$ cat src/rtl/nibble_serial_sub.sv
`default_nettype none
// ============================================================================
// Module   : nibble_serial_sub
// Brief    : Serial a - b - bin subtractor, one 4-bit CLA nibble per clock.
// Revision : 1.0  initial release
// ============================================================================
module nibble_serial_sub #(
    parameter int NNIB = 4
) (
    input  logic              clk,
    input  logic              rst,
    input  logic              start,
    input  logic [4*NNIB-1:0] a,
    input  logic [4*NNIB-1:0] b,
    input  logic              bin,
    output logic              busy,
    output logic              done,
    output logic [4*NNIB-1:0] diff,
    output logic              bout,
    output logic              zero,
    output logic              ovf
);

    localparam int W  = 4 * NNIB;
    localparam int CW = (NNIB > 1) ? $clog2(NNIB) : 1;

    localparam logic [1:0] S_IDLE = 2'd0;
    localparam logic [1:0] S_RUN  = 2'd1;
    localparam logic [1:0] S_DONE = 2'd2;

    logic [1:0]    r_state;
    logic [1:0]    w_next_state;
    logic [CW-1:0] r_cnt;
    logic          r_borrow;
    logic [W-1:0]  r_a;
    logic [W-1:0]  r_b;
    logic [W-1:0]  r_work;
    logic [W-1:0]  w_work_next;
    logic [3:0]    w_an;
    logic [3:0]    w_bn;
    logic [3:0]    w_g;
    logic [3:0]    w_p;
    logic [3:0]    w_c;
    logic          w_cout;
    logic [3:0]    w_sum;
    logic          w_accept;
    logic          w_last;

    assign w_accept = start && ((r_state == S_IDLE) || (r_state == S_DONE));
    assign w_last   = (r_cnt == CW'(NNIB - 1));

    always_ff @(posedge clk) begin
        if (rst) begin
            r_state <= S_IDLE;
        end else begin
            r_state <= w_next_state;
        end
    end

    always_comb begin
        w_next_state = r_state;
        case (r_state)
            S_IDLE:  w_next_state = start ? S_RUN : S_IDLE;
            S_RUN:   w_next_state = w_last ? S_DONE : S_RUN;
            S_DONE:  w_next_state = start ? S_RUN : S_IDLE;
            default: w_next_state = S_IDLE;
        endcase
    end

    always_comb begin
        busy = (r_state == S_RUN);
        done = (r_state == S_DONE);
    end

    // Select the operand nibbles addressed by the counter.
    always_comb begin
        w_an = 4'h0;
        w_bn = 4'h0;
        for (int k = 0; k < NNIB; k++) begin
            if (r_cnt == CW'(k)) begin
                w_an = r_a[4*k +: 4];
                w_bn = r_b[4*k +: 4];
            end
        end
    end

    // a + ~b + ~borrow with lookahead carries; borrow-out is the inverted carry.
    assign w_g    = w_an & ~w_bn;
    assign w_p    = w_an ^ ~w_bn;
    assign w_c[0] = ~r_borrow;
    assign w_c[1] = w_g[0] | (w_p[0] & w_c[0]);
    assign w_c[2] = w_g[1] | (w_p[1] & w_g[0]) | (w_p[1] & w_p[0] & w_c[0]);
    assign w_c[3] = w_g[2] | (w_p[2] & w_g[1]) | (w_p[2] & w_p[1] & w_g[0])
                  | (w_p[2] & w_p[1] & w_p[0] & w_c[0]);
    assign w_cout = w_g[3] | (w_p[3] & w_g[2]) | (w_p[3] & w_p[2] & w_g[1])
                  | (w_p[3] & w_p[2] & w_p[1] & w_g[0])
                  | (w_p[3] & w_p[2] & w_p[1] & w_p[0] & w_c[0]);
    assign w_sum  = w_p ^ w_c;

    always_comb begin
        w_work_next = r_work;
        for (int k = 0; k < NNIB; k++) begin
            if (r_cnt == CW'(k)) begin
                w_work_next[4*k +: 4] = w_sum;
            end
        end
    end

    always_ff @(posedge clk) begin
        if (rst) begin
            r_a      <= '0;
            r_b      <= '0;
            r_borrow <= 1'b0;
            r_cnt    <= '0;
            r_work   <= '0;
            diff     <= '0;
            bout     <= 1'b0;
            zero     <= 1'b0;
            ovf      <= 1'b0;
        end else if (w_accept) begin
            r_a      <= a;
            r_b      <= b;
            r_borrow <= bin;
            r_cnt    <= '0;
            r_work   <= '0;
        end else if (r_state == S_RUN) begin
            r_work   <= w_work_next;
            r_borrow <= ~w_cout;
            r_cnt    <= r_cnt + CW'(1);
            // Results are published only as the last nibble completes.
            if (w_last) begin
                diff <= w_work_next;
                bout <= ~w_cout;
                zero <= (w_work_next == '0);
                ovf  <= (r_a[W-1] != r_b[W-1]) && (w_work_next[W-1] != r_a[W-1]);
            end
        end
    end

endmodule
`default_nettype wire

$ cat config.mk
export PLATFORM = sky130hd
export DESIGN_NAME = nibble_serial_sub
export DESIGN_NICKNAME = d
export VERILOG_FILES = /design/src/rtl/nibble_serial_sub.sv
export SDC_FILE = /design/constraint.sdc
export NUM_CORES = 1
export LEC_CHECK = 0
export CORE_UTILIZATION = 54
export CTS_CLUSTER_SIZE = 16
export DETAILED_ROUTE_END_ITERATION = 10
export DONT_BUFFER_PORTS = 1
export GPL_TIMING_DRIVEN = 0
export MAX_ROUTING_LAYER = met4
export PLACE_DENSITY = 0.67
export SYNTH_ARGS = -nofsm -noshare
export SYNTH_HDL_FRONTEND = slang
export SYNTH_SLANG_ARGS = --single-unit
$ cat constraint.sdc
create_clock -name clk -period 5.05 [get_ports clk]
set_input_delay 0.505 -clock clk [delete_from_list [all_inputs] [get_ports clk]]
set_output_delay 0.505 -clock clk [all_outputs]
set_load 0.05 [all_outputs]
======== Word level (Yosys, flattened, before mapping) ========
Index checks and enable logic that the tools add are counted.
operators by class
  bitwise logic cells ..................... 33
  reduce and logical (&&, ||, !) cells .... 10
  $add $sub $neg .......................... 1
  equality and inequality tests ........... 7
  multiplexer cells ....................... 17
operators with widths
  kind                   number
  $mux W4                12
  $and A1 B1 Y1          16
  $logic_not A16 Y1      1
  $or A1 B1 Y1           10
  $xor A4 B4 Y4          2
  $eq A2 B2 Y1 const B   3
  $and A4 B4 Y4          1
  $eq A2 B1 Y1 const B   2
  $logic_not A2 Y1       2
  $not A4 Y4             1
  $pmux W2 S2            1
  $reduce_or A2 Y1       2
  $mux W1                3
  $not A1 Y1             3
  $reduce_and A3 Y1      1
  $add A2 B1 Y2 const B  1
  $logic_and A1 B1 Y1    2
  $mux W2                1
  $ne A1 B1 Y1           2
  $reduce_bool A2 Y1     1
  $logic_or A1 B1 Y1     1
word-level totals
  output and inout bits ................... 21
  flip-flop bits (word level) ............. 72
  bits of input ports ..................... 36
  logic and storage cells ................. 78

======== Logic depth before layout (Yosys ltp) ========
  depth after elaboration ................. 15
  mapped depth ............................ 16
  gate-level depth less buffers ........... 15

======== Worst setup path after synthesis ========
No wires, ideal clock.
  kind .................................... flip-flop to flip-flop
  start point ............................. register r_cnt[1]
  end point ............................... register ovf
  setup time .............................. 91 ps
  clock period less this slack ............ 3176 ps
  path slack .............................. 1874 ps
  arrival time ............................ 3085 ps
  cell stages (with the launch flop) ...... 16
  path buffers ............................ 2
  data required time ...................... 4959 ps
  cells stage by stage .................... dfxtp_1 inv_1 ha_1 clkbuf_1 buf_1 nor2_1 a21oi_1 nor2_1 a21oi_1 o21ai_0 ha_1 and4b_1 a211oi_2 xnor2_1 or3b_1 a311oi_1
between the ends
  longest elaborated chain between the ends .. 15
  elaborated cells on any way between the ends .. 28
  classes of those cells .................. eq/ne (4); mux (9); bitwise (12); reduce/logical (3)
RTL lines
  element                                                line    text
  from (decl)                                            33      logic [CW-1:0] r_cnt;
  from (signal assigned)                                 129     r_cnt <= r_cnt + CW'(1);
  $logic_not A2 Y1                                       80      if (r_cnt == CW'(k)) begin
  $mux W4 (4 in series)                                  80
  $not A4 Y4                                             88, 89
  $xor A4 B4 Y4 / $and A4 B4 Y4 (equally long branches)  89, 88
  $and A1 B1 Y1, on equally long branches                93, 94
  $or A1 B1 Y1, or another cell as far along             93      assign w_c[3] = w_g[2] | (w_p[2] & w_g[1]) | (w_p[2] & w_p[1] & w_g[0])
  $or A1 B1 Y1 / $and A1 B1 Y1 (equally long branches)   93, 94
  $or A1 B1 Y1                                           94      | (w_p[2] & w_p[1] & w_p[0] & w_c[0]);
  $xor A4 B4 Y4                                          98      assign w_sum = w_p ^ w_c;
  $mux W4                                                103     if (r_cnt == CW'(k)) begin
  $ne A1 B1 Y1                                           135     ovf <= (r_a[W-1] != r_b[W-1]) && (w_work_next[W-1] != r_a[W-1]);
  $logic_and A1 B1 Y1                                    135
  to (signal assigned)                                   135
  to (decl)                                              21      output logic ovf
Parallel ways exist; a longest one is shown, timed or not.
A chain may end at the register's enable or synchronous reset.

======== Final worst setup path ========
  start point ............................. register r_cnt[1]
  end point ............................... register r_work[11]
between the ends
  longest elaborated chain between the ends .. 13
  elaborated cells on any way between the ends .. 25
  classes of those cells .................. eq/ne (3); mux (9); bitwise (12); reduce/logical (1)
RTL lines
  element                                                line    text
  $logic_not A2 Y1                                       80
  $mux W4 (4 in series)                                  80
  $not A4 Y4                                             88, 89
  $xor A4 B4 Y4 / $and A4 B4 Y4 (equally long branches)  89, 88
  $and A1 B1 Y1, on equally long branches                93, 94
  $or A1 B1 Y1, or another cell as far along             93
  $or A1 B1 Y1 / $and A1 B1 Y1 (equally long branches)   93, 94
  $or A1 B1 Y1                                           94
  $xor A4 B4 Y4                                          98
  $mux W4 *                                              103
  to (signal assigned)                                   127     r_work <= w_work_next;
  to (decl)                                              37      logic [W-1:0] r_work;
Every way passes the cells marked *; elsewhere a longest branch is shown, timed or not.

==> results.py <==
metrics = {
    "global_routing": {
        "grt_first_pass_wirelength_um": 12600,
        "grt_max_degree": 11,
        "overflow": 0,
        "grt_pass1_vias": 2607,
        "antenna_found_initial": 0,
        "track_usage": 0.282,
    },
    "sta": {
        "worstMarginPinSlew_ps": 1010,
        "setup_viol": 0,
        "slew_headroom": 0.325,
        "period_share": 0.802,
        "drv_slew": 0,
        "setup_tns_ps": 0,
        "rsz0062_at_grt": "no",
        "fmax_ghz": 0.247,
        "skew_ps": 4.48,
        "min_period_ps": 4050,
        "hold_viol": 0,
    },
    "finish": {
        "drive_gt1_frac": 0.0342,
        "area_growth_pct": 8.43,
        "final_cell_mix": "nand2_1, dfxtp_1, a21oi_1",
        "final_common_cell": "nand2_1",
        "num-nets-final": 450,
        "antenna_cells": 0,
        "fin_cells": 479,
    },
    "route": {
        "wl_met1_um": 3490,
        "highest_layer": "met4",
        "detail-route-antenna-nets": 0,
        "num_vias": 2739,
        "wirelength_um": 7620,
        "drtIter0Drc": 149,
        "drc": 0,
        "via_per_inst": 5.72,
        "drt_first_pass_iters": 4,
        "wl_met2_um": 3430,
        "wl_per_cell_um": 15.9,
        "wl_met3_um": 577,
    },
    "die": {
        "rows": 26,
        "die_h_um": 77.1,
        "design.die.area_um2": 5940,
        "core_area_um2": 5270,
        "ios": 57,
        "die_w_um": 77.1,
        "initial_core_util": 0.578,
    },
    "flow_run": {
        "maxCapViolCount": 0,
    },
    "power": {
        "leakage_uw": 0.00116,
        "power_density_nw_per_um2": 351,
        "p_seq_frac": 0.495,
        "p_sw_uw": 337,
        "peakVddDrop_v": 0.000207,
        "p_int_uw": 821,
        "combPwrFrac": 0.167,
        "switching_share": 0.291,
        "clkPwrFrac": 0.338,
        "finalPower_uw": 1160,
    },
    "synthesis": {
        "yosysSeqAreaShare": 0.447,
        "ys_seq_elements": 68,
        "synth_fp_nets": 439,
        "synthCells": 394,
        "yosysWarnings": 0,
        "avgSynthCellArea_um2": 7.73,
        "netlist_area_um2": 3040,
        "synth.distinct_cells": 30,
    },
    "worst_setup_path": {
        "cpPeakStageDelay_ps": 640,
        "worstPathArrival_ps": 4300,
        "startpoint_type": "register",
        "crit_chain": "inv_1, ha_1, clkbuf_1, buf_1, nor2_1, a21oi_1, nor2_1, a21oi_1, o21ai_0, ha_1, and4b_1, a211oi_2, xnor2_1, mux2i_1, a211oi_1",
        "worst-path-max-fanout": 10,
        "cp_slowest_cell": "xnor2_1",
        "required_ps": 5300,
        "cp-end-kind": "register",
        "path_class": "reg2reg",
    },
    "cts": {
        "path_clk_slew_ps": 70,
        "root_buffer": "clkbuf_8",
        "post_cts_resized": 0,
        "h-tree-depth": 3,
        "clock_sinks": 68,
        "post-cts-setup-buffers": 0,
        "tritoncts": "yes",
        "clockBufferDepth": 2,
        "insertion_delay_ps": 340,
        "numCtsBuffers": 9,
        "hold_buffers": 0,
    },
    "status": {
        "status": "complete, no violations",
    },
    "placed_design": {
        "gp_congestion": 0.885,
        "hpwl_um": 5500,
        "dp.cells": 464,
        "io_buffers": 0,
    },
    "hold_path": {
        "hold_path.class": "in2reg",
    },
}
==> cell usage after synthesis (all sizes together) <==
master | n | share of area
nand2 | 101 | 0.12
dfxtp | 68 | 0.45
a21oi | 63 | 0.10
nor2 | 36 | 0.044
clkbuf | 29 | 0.036
a211oi | 15 | 0.039
mux2i | 12 | 0.039
ha | 8 | 0.033
o21ai | 8 | 0.013
a311oi | 6 | 0.017
buf | 6 | 0.0074
nand3 | 6 | 0.0099
inv | 5 | 0.0062
nand2b | 5 | 0.010
nand3b | 4 | 0.0099
a21o | 3 | 0.0074
nor2b | 3 | 0.0062
o211ai | 3 | 0.0074
xnor2 | 3 | 0.0086
a2111oi | 1 | 0.0029
and2 | 1 | 0.0021
and3b | 1 | 0.0029
and4b | 1 | 0.0033
fa | 1 | 0.0066
nand4 | 1 | 0.0021
o21bai | 1 | 0.0025
o22ai | 1 | 0.0021
or3b | 1 | 0.0029
xor2 | 1 | 0.0029
==> worst max-delay path: cells and delay by family, from the launching register on <==
family	cells	cell delay (ps)
AO/OA/AOI/OAI	5	760
XOR/XNOR	1	640
adder cells (fa/ha/maj)	2	550
buffers and inverters	3	970
flip-flops	1	330
multiplexers	1	330
AND/OR/NAND/NOR	3	400
==> stage by stage <==
stage	utilization	hold slack [ps]	setup slack, ps	instance area [um^2]
after floorplan	-	436	1870	3040
after global placement	0.594	443	1130	3130
after detailed placement	0.594	446	1090	3130
after CTS	0.626	277	1050	3300
after global routing	0.626	285	721	3300
final	0.626	293	1000	3300
==> cells by family (layout without fill, tap and decap cells) <==
logic type	Yosys count	in the layout	synth area share
buffers and inverters	40	55	0.0493
flip-flops	68	68	0.447
AND/OR/NAND/NOR	160	160	0.218
adder cells (fa/ha/maj)	9	9	0.0395
AO/OA/AOI/OAI	101	101	0.195
multiplexers	12	12	0.0395
XOR/XNOR	4	4	0.0115
==> power by group through the flow <==
| stage | combinational, uW | clock (uW) | sequential, uW |
|---|---|---|---|
| floorplan | 143 | 0 | 580 |
| global placement | 187 | 0 | 584 |
| detailed placement | 190 | 0 | 585 |
| CTS | 192 | 403 | 573 |
| global route | 215 | 420 | 575 |
| finish | 194 | 391 | 573 |
==> registers in the layout, indices dropped and copies added, names as in the netlist <==
register	cells
diff	16
r_a	16
r_b	16
r_work	12
r_cnt	2
r_state	2
bout	1
ovf	1
r_borrow	1
zero	1
==> layer usage <==
metal	up-vias	track usage
li1	1345	-
met1	1275	0.372
met2	102	0.406
met3	17	0.0679
met4	0	0.134
met5	-	-
==> worst paths after layout <==
kind | slack [ps] | startpoint | to | depth (start not counted)
hold / removal | 290 | a[1] | r_a[1] | 2
setup reg to reg | 1000 | r_cnt[1] | r_work[11] | 15
setup / recovery | 1000 | r_cnt[1] | r_work[11] | 15
hold reg to reg | 460 | r_b[3] | r_b[3] | 2
==> cell type report <==
| type | instances | area, um^2 |
|---|---|---|
| tap | 70 | 87.6 |
| multi-input combinational | 286 | 1530 |
| clock buffer | 13 | 159 |
| inverter | 5 | 18.8 |
| clock inverter | 2 | 10.0 |
| buffer | 35 | 131 |
| fill | 519 | 1970 |
| sequential | 68 | 1360 |
Note: power is estimated with default switching activity, not from simulation.
